[src/rtl/fff_lock_controller_if.sv]
`timescale 1ns/1ps
// Host/encoder-facing signal bundle for the fastest-finger-first round controller.
// The master side (host + priority encoder) drives start/clear/code_in; the
// slave side (fff_lock_controller) drives the round status outputs.
interface fff_lock_controller_if #(
  parameter int unsigned CODE_W = 4,
  parameter int unsigned CNT_W  = 16
);
  logic              start;
  logic              clear;
  logic [CODE_W-1:0] code_in;
  logic [1:0]        state;
  logic [CODE_W-1:0] winner;
  logic              winner_valid;
  logic              buzzer;
  logic              foul;
  logic [CODE_W-1:0] foul_id;
  logic              timeout;
  logic [CNT_W-1:0]  time_left;

  modport master (
    output start, clear, code_in,
    input  state, winner, winner_valid, buzzer, foul, foul_id, timeout, time_left
  );

  modport slave (
    input  start, clear, code_in,
    output state, winner, winner_valid, buzzer, foul, foul_id, timeout, time_left
  );
endinterface

[src/rtl/fff_lock_controller.sv]
`timescale 1ns/1ps
// Round controller and first-press latch for the fastest-finger-first game.
// A glitch filter qualifies encoder codes (STABLE_CYC identical valid samples),
// the FSM arms on start, locks the first accepted code as winner, reports early
// presses as fouls, and runs the winner's answer timer.
module fff_lock_controller #(
  parameter int unsigned       N_PLAYERS  = 10,
  parameter int unsigned       CODE_W     = 4,
  parameter logic [CODE_W-1:0] NONE_CODE  = 4'hF,
  parameter int unsigned       STABLE_CYC = 2,
  parameter int unsigned       ANSWER_CYC = 1000,
  parameter int unsigned       CNT_W      = 16
) (
  input  logic                 clk,
  input  logic                 rst,
  fff_lock_controller_if.slave bus
);

  localparam int unsigned       STB_W  = $clog2(STABLE_CYC + 1);
  localparam logic [STB_W-1:0]  STB    = STB_W'(STABLE_CYC);
  localparam logic [CODE_W:0]   NPLAY  = (CODE_W + 1)'(N_PLAYERS);
  localparam logic [CNT_W-1:0]  ANS_M1 = CNT_W'(ANSWER_CYC - 1);

  typedef enum logic [1:0] {
    S_IDLE    = 2'd0,
    S_ARMED   = 2'd1,
    S_LOCKED  = 2'd2,
    S_EXPIRED = 2'd3
  } state_t;

  state_t            r_state;
  logic [CODE_W-1:0] r_cand;
  logic [STB_W-1:0]  r_cnt;
  logic [CODE_W-1:0] r_winner;
  logic [CODE_W-1:0] r_foul_id;
  logic [CNT_W-1:0]  r_time_left;
  logic              r_winner_valid;
  logic              r_buzzer;
  logic              r_foul;
  logic              r_timeout;

  logic              w_valid;
  logic              w_same;
  logic [STB_W-1:0]  w_cnt_nxt;
  logic [CODE_W-1:0] w_cand_nxt;
  logic              w_accept;

  // Glitch filter next-state: count identical valid samples, saturating at
  // STABLE_CYC; accept fires only on the edge the count first reaches it.
  always_comb begin
    w_valid    = ({1'b0, bus.code_in} < NPLAY);
    w_same     = w_valid && (bus.code_in == r_cand);
    w_cnt_nxt  = '0;
    w_cand_nxt = r_cand;
    if (w_same) begin
      w_cnt_nxt = (r_cnt == STB) ? STB : r_cnt + STB_W'(1);
    end else begin
      w_cand_nxt = bus.code_in;
      w_cnt_nxt  = w_valid ? STB_W'(1) : '0;
    end
    w_accept = (w_cnt_nxt == STB) && (r_cnt != STB);
  end

  // Round FSM with filter state and all registered outputs; clear overrides everything.
  always_ff @(posedge clk or posedge rst) begin
    if (rst) begin
      r_state        <= S_IDLE;
      r_cand         <= NONE_CODE;
      r_cnt          <= '0;
      r_winner       <= NONE_CODE;
      r_foul_id      <= NONE_CODE;
      r_time_left    <= '0;
      r_winner_valid <= 1'b0;
      r_buzzer       <= 1'b0;
      r_foul         <= 1'b0;
      r_timeout      <= 1'b0;
    end else begin
      r_buzzer <= 1'b0;
      r_foul   <= 1'b0;
      r_cand   <= w_cand_nxt;
      r_cnt    <= w_cnt_nxt;
      if (bus.clear) begin
        r_state        <= S_IDLE;
        r_cand         <= NONE_CODE;
        r_cnt          <= '0;
        r_winner       <= NONE_CODE;
        r_foul_id      <= NONE_CODE;
        r_time_left    <= '0;
        r_winner_valid <= 1'b0;
        r_timeout      <= 1'b0;
      end else begin
        unique case (r_state)
          S_IDLE: begin
            if (bus.start) begin
              // Zeroing the filter means a button already held is re-qualified from scratch.
              r_state <= S_ARMED;
              r_cand  <= NONE_CODE;
              r_cnt   <= '0;
            end else if (w_accept) begin
              r_foul    <= 1'b1;
              r_foul_id <= w_cand_nxt;
            end
          end
          S_ARMED: begin
            if (w_accept) begin
              r_state        <= S_LOCKED;
              r_winner       <= w_cand_nxt;
              r_buzzer       <= 1'b1;
              r_time_left    <= ANS_M1;
              r_winner_valid <= 1'b1;
            end
          end
          S_LOCKED: begin
            if (r_time_left == '0) begin
              r_state   <= S_EXPIRED;
              r_timeout <= 1'b1;
            end else begin
              r_time_left <= r_time_left - CNT_W'(1);
            end
          end
          S_EXPIRED: begin
            r_state <= S_EXPIRED;
          end
          default: r_state <= S_IDLE;
        endcase
      end
    end
  end

  assign bus.state        = r_state;
  assign bus.winner       = r_winner;
  assign bus.winner_valid = r_winner_valid;
  assign bus.buzzer       = r_buzzer;
  assign bus.foul         = r_foul;
  assign bus.foul_id      = r_foul_id;
  assign bus.timeout      = r_timeout;
  assign bus.time_left    = r_time_left;

endmodule

[src/flat_wrapper.sv]
// flat-port wrapper written by rule: the top's interface ports become plain ports
module fff_lock_controller_flat 
#(
  parameter int unsigned       N_PLAYERS  = 10,
  parameter int unsigned       CODE_W     = 4,
  parameter logic [CODE_W-1:0] NONE_CODE  = 4'hF,
  parameter int unsigned       STABLE_CYC = 2,
  parameter int unsigned       ANSWER_CYC = 1000,
  parameter int unsigned       CNT_W      = 16
)
  (clk, rst, bus_start, bus_clear, bus_code_in, bus_state, bus_winner, bus_winner_valid, bus_buzzer, bus_foul, bus_foul_id, bus_timeout, bus_time_left);
  fff_lock_controller_if #(.CODE_W(CODE_W), .CNT_W(CNT_W)) bus_i ();
  input  logic clk;
  input  logic rst;
  input wire logic [$bits(bus_i.start)-1:0] bus_start;
  input wire logic [$bits(bus_i.clear)-1:0] bus_clear;
  input wire logic [$bits(bus_i.code_in)-1:0] bus_code_in;
  output wire logic [$bits(bus_i.state)-1:0] bus_state;
  output wire logic [$bits(bus_i.winner)-1:0] bus_winner;
  output wire logic [$bits(bus_i.winner_valid)-1:0] bus_winner_valid;
  output wire logic [$bits(bus_i.buzzer)-1:0] bus_buzzer;
  output wire logic [$bits(bus_i.foul)-1:0] bus_foul;
  output wire logic [$bits(bus_i.foul_id)-1:0] bus_foul_id;
  output wire logic [$bits(bus_i.timeout)-1:0] bus_timeout;
  output wire logic [$bits(bus_i.time_left)-1:0] bus_time_left;
  assign bus_i.start = bus_start;
  assign bus_i.clear = bus_clear;
  assign bus_i.code_in = bus_code_in;
  assign bus_state = bus_i.state;
  assign bus_winner = bus_i.winner;
  assign bus_winner_valid = bus_i.winner_valid;
  assign bus_buzzer = bus_i.buzzer;
  assign bus_foul = bus_i.foul;
  assign bus_foul_id = bus_i.foul_id;
  assign bus_timeout = bus_i.timeout;
  assign bus_time_left = bus_i.time_left;
  fff_lock_controller #(.N_PLAYERS(N_PLAYERS), .CODE_W(CODE_W), .NONE_CODE(NONE_CODE), .STABLE_CYC(STABLE_CYC), .ANSWER_CYC(ANSWER_CYC), .CNT_W(CNT_W)) u_core (.clk(clk), .rst(rst), .bus(bus_i));
endmodule
[config.mk]
export PLATFORM = sky130hd
export DESIGN_NAME = fff_lock_controller_flat
export DESIGN_NICKNAME = d
export VERILOG_FILES = /design/src/rtl/fff_lock_controller_if.sv /design/src/rtl/fff_lock_controller.sv /design/src/flat_wrapper.sv
export SDC_FILE = /design/constraint.sdc
export NUM_CORES = 1
export LEC_CHECK = 0
export CAP_MARGIN = 30
export CORE_MARGIN = 5
export CORE_UTILIZATION = 50
export DETAILED_ROUTE_END_ITERATION = 12
export PLACE_DENSITY = 0.76
export SYNTH_ARGS = -nofsm -noshare
export SYNTH_HDL_FRONTEND = slang
export SYNTH_SLANG_ARGS = --single-unit
[constraint.sdc]
create_clock -name clk -period 2.98 [get_ports clk]
set_input_delay 0.596 -clock clk [delete_from_list [all_inputs] [get_ports clk]]
set_output_delay 0.596 -clock clk [all_outputs]
set_load 0.05 [all_outputs]
==> summary.md <==
| Metric | Value |
|---|---|
| H-tree levels | 2 |
| Hold-fix buffers, CTS | 0 |
| Sequential cell area fraction in the yosys report | 0.489 |
| Remaining DRCs | 0 |
| Top_reg_cell synth | dfrtp_1 |
| Achievable clock frequency | 412 MHz |
| Synth async-reset ratio | 1.00 |
| Static Leak | 1.04 nW |
| Slew HR | 0.655 |
| Flops & latches, synth | 36 |
| Top-area cell type share of the netlist area | 0.320 |
| NumNets Final | 237 |
| Vias | 1577 |
| Detailed router's first-iteration violation count | 142 |
| Number of global-route vias before repair | 1616 |
| Largest fanout on the critical path | 16 |
| Mapped Area | 1870 um2 |
| Critical path arrival | 2610 ps |
| Synth-to-Final Area Change | 28.3% |
| Yosys synthesis warning count | 0 |
| Setup repair bufs after CTS | 0 |
| RSZ-0062 raised after global routing | no |
| Met3 Use GR | 0.0519 |
| CP required | 3160 ps |
| PwrDens | 388 nW/um2 |
| Status | finished, final reports clean |
| Post-synthesis area per instance | 10.2 um2 |
| Final TNS setup | 0 ps |
| Peak VDD IR | 0.000281 V |
| ANT nets after route | 0 |
| GRT overflow | 0 |
| Grt peak-use layer | met2 |
| Initial antenna violation count | 0 |
| CTS tree | done |
| Minimum clock period after layout | 2430 ps |
| Final setup viols | 0 |
| CTS Buf Count | 5 |
| Final Max Tran Viols | 0 |
| Inserted Diodes | 0 |
| Fraction of layout cells with a size suffix above 1 | 0.163 |
| Max-cap violations | 0 |
| Vias per inst | 5.73 |
| RePlAce Congestion | 0.847 |
| Clk buf depth | 2 |
| Clock skew | 3.91 ps |
| Total power | 0.000932 W |
| Worst slew pin tran | 516 ps |
| First-pass GRT wire length | 7.53 mm |
| Worst Setup End Kind | flip-flop |
| Grt met1 use | 0.225 |
| Overall routed net length | 4.48 mm |
| Core ar. | 3630 um2 |
| Grt met2 use | 0.322 |
| Tcrit/Tclk final | 0.815 |
| Syn Inst Count | 183 |
| Final count of hold timing violations | 0 |
| Die ar. | 5070 um2 |
| Crit-path cells | clkdlybuf4s50_1 -> nor4b_1 -> a22o_1 -> nand4_1 -> buf_4 -> and2_1 -> o32ai_1 |
| Post-synth cell types | 48 |
| WP buf/inv | 2 |
| Clock-pin slew on the worst setup and hold paths | 70 ps |
| 1st-pass router iterations | 4 |
| Root buf cell | clkbuf_8 |
| Worst Hold Class | reg -> reg |
| Net count after synthesis | 194 |
| GR Util All Layers | 0.191 |
| Crit-path leading delay family | buffers and inverters |
| Die Ht | 71.2 um |
| Synth top area cells | dfrtp_1, dfstp_2, mux2i_1, a21oi_1, nand2_1 |
| # IOs | 38 |
| Setup CP Type | in -> reg |
| CTS sink cnt | 36 |
| Post-synth EDFFs | 0 |
| Slowest cell on the critical path | clkdlybuf4s50_1 |
| Startpoint Class | primary input |
| Clk_lat worst skew | 290 ps |
| Port Buffers | 37 |
| Final HPWL DP | 3.26 mm |
| Die W | 71.2 um |
| Largest net degree at the start of global routing | 37 |
| Yosys top cell by area | dfrtp_1 |
| Avg WL per Cell | 16.3 um |
| Post_cts resized | 0 |
| Initial Utilization | 0.516 |
| Cell row count | 22 |
| Slowest stage delay, CP | 510 ps |
## registers in the layout, summed over array words and instances (netlist names)
register and cells:
u_core.bus.state 2, u_core.bus.winner 4, u_core.bus.winner_valid 1, u_core.r_cand 4
u_core.bus.timeout 1, u_core.bus.buzzer 1, u_core.bus.foul_id 4, u_core.bus.time_left 16
u_core.bus.foul 1, u_core.r_cnt 2
## cell type report
| cell class | count | area, um2 |
|---|---|---|
| sequential | 36 | 916 |
| clock inverter | 2 | 10.0 |
| inverter | 9 | 33.8 |
| clock buffer | 6 | 82.6 |
| multi-input combinational | 131 | 887 |
| timing repair buffer | 43 | 415 |
| tap | 48 | 60.1 |
| fill | 319 | 1230 |
## path summary, 6_finish.rpt
path	startpoint	end	slack (ps)	cells after the start
min reg2reg	u_core.bus.winner_valid$_DFFE_PP0P_	u_core.bus.winner_valid$_DFFE_PP0P_	510	2
min in group asynchronous	rst	u_core.bus.time_left[5]$_DFFE_PP0P_	690	3
min	u_core.bus.winner_valid$_DFFE_PP0P_	u_core.bus.winner_valid$_DFFE_PP0P_	510	2
max in group asynchronous	rst	u_core.r_cand[0]$_DFF_PP1_	1940	3
max	bus_code_in[2]	u_core.bus.time_left[8]$_DFFE_PP0P_	550	7
max reg2reg	u_core.bus.time_left[0]$_DFFE_PP0P_	u_core.bus.time_left[5]$_DFFE_PP0P_	670	8
## layer usage
metal  share of wire  vias to the layer above  wire length, um
met5               0                        -                0
met4           0.020                        0               88
met3           0.048                       10              215
met2            0.51                       43             2280
met1            0.42                      775             1890
li1                -                      749                -
## power by group
group	total (W)	switching [W]	internal [W]
Clock	0.000367	0.000182	0.000185
Sequential	0.000500	0.00000415	0.000496
Combinational	0.0000651	0.0000401	0.0000249
## per-stage QoR
stage | std cells | setup WS (ps) | hold slack, ps | utilization | cell area [um2]
final | 275 | 552 | 515 | 0.662 | 2400
after global routing | 275 | 380 | 546 | 0.662 | 2400
after CTS | 275 | 572 | 519 | 0.662 | 2400
after detailed placement | 267 | 283 | 507 | 0.636 | 2310
after global placement | 267 | 428 | 483 | 0.636 | 2310
after floorplan | 183 | 866 | 651 | - | 1870
## synth_stat cells (3+ instances only)
cell,instances
o21ai_0,4
dfrtp_1,24
xnor2_1,5
and3_1,3
ha_1,3
nor3_1,4
a21oi_1,14
clkbuf_1,3
nand3_1,7
dfstp_2,12
o21a_1,3
inv_1,9
mux2i_1,9
buf_2,3
nor2_1,12
nand4_1,5
nand2b_1,4
nand2_1,16
and2_1,3
## cells in the final DEF, fill, tap and decap left out, types with 2 or more instances in the layout
master and n:
nor3b_1 2, o32ai_1 2, nor4b_1 2, clkbuf_8 6, o21ai_0 4, a211o_1 2, dfrtp_1 24, dfstp_2 12
clkinv_2 2, nor2b_1 2, nand2_1 16, nand4_1 5, nand4b_1 2, mux2i_1 9, a31oi_1 2, and3_1 3
buf_4 6, nor3_1 4, o21a_1 3, or3_1 2, xnor2_1 5, a21oi_1 14, and2_1 3, ha_1 3
nor4_4 2, clkdlybuf4s50_1 37, inv_1 9, nand2b_1 4, nor2_1 12, o221a_2 2, or3b_2 2, nand3_1 7
## worst min-delay path, stage by stage, from the launching register on
cell     delay [ps]
dfrtp_1         380
inv_1            50
a21oi_1          50
## kinds of logic after synthesis
kind of cell / Yosys count / synth area share
muxes: 9 / 0.0481
adders and majority gates: 3 / 0.0200
xor gates and xnor gates: 6 / 0.0280
and+or+nand+nor: 73 / 0.229
DFF: 36 / 0.489
AOI/OAI and AO/OA: 40 / 0.148
buffers and inverters: 16 / 0.0380
Note: power is estimated with default switching activity, not from simulation.
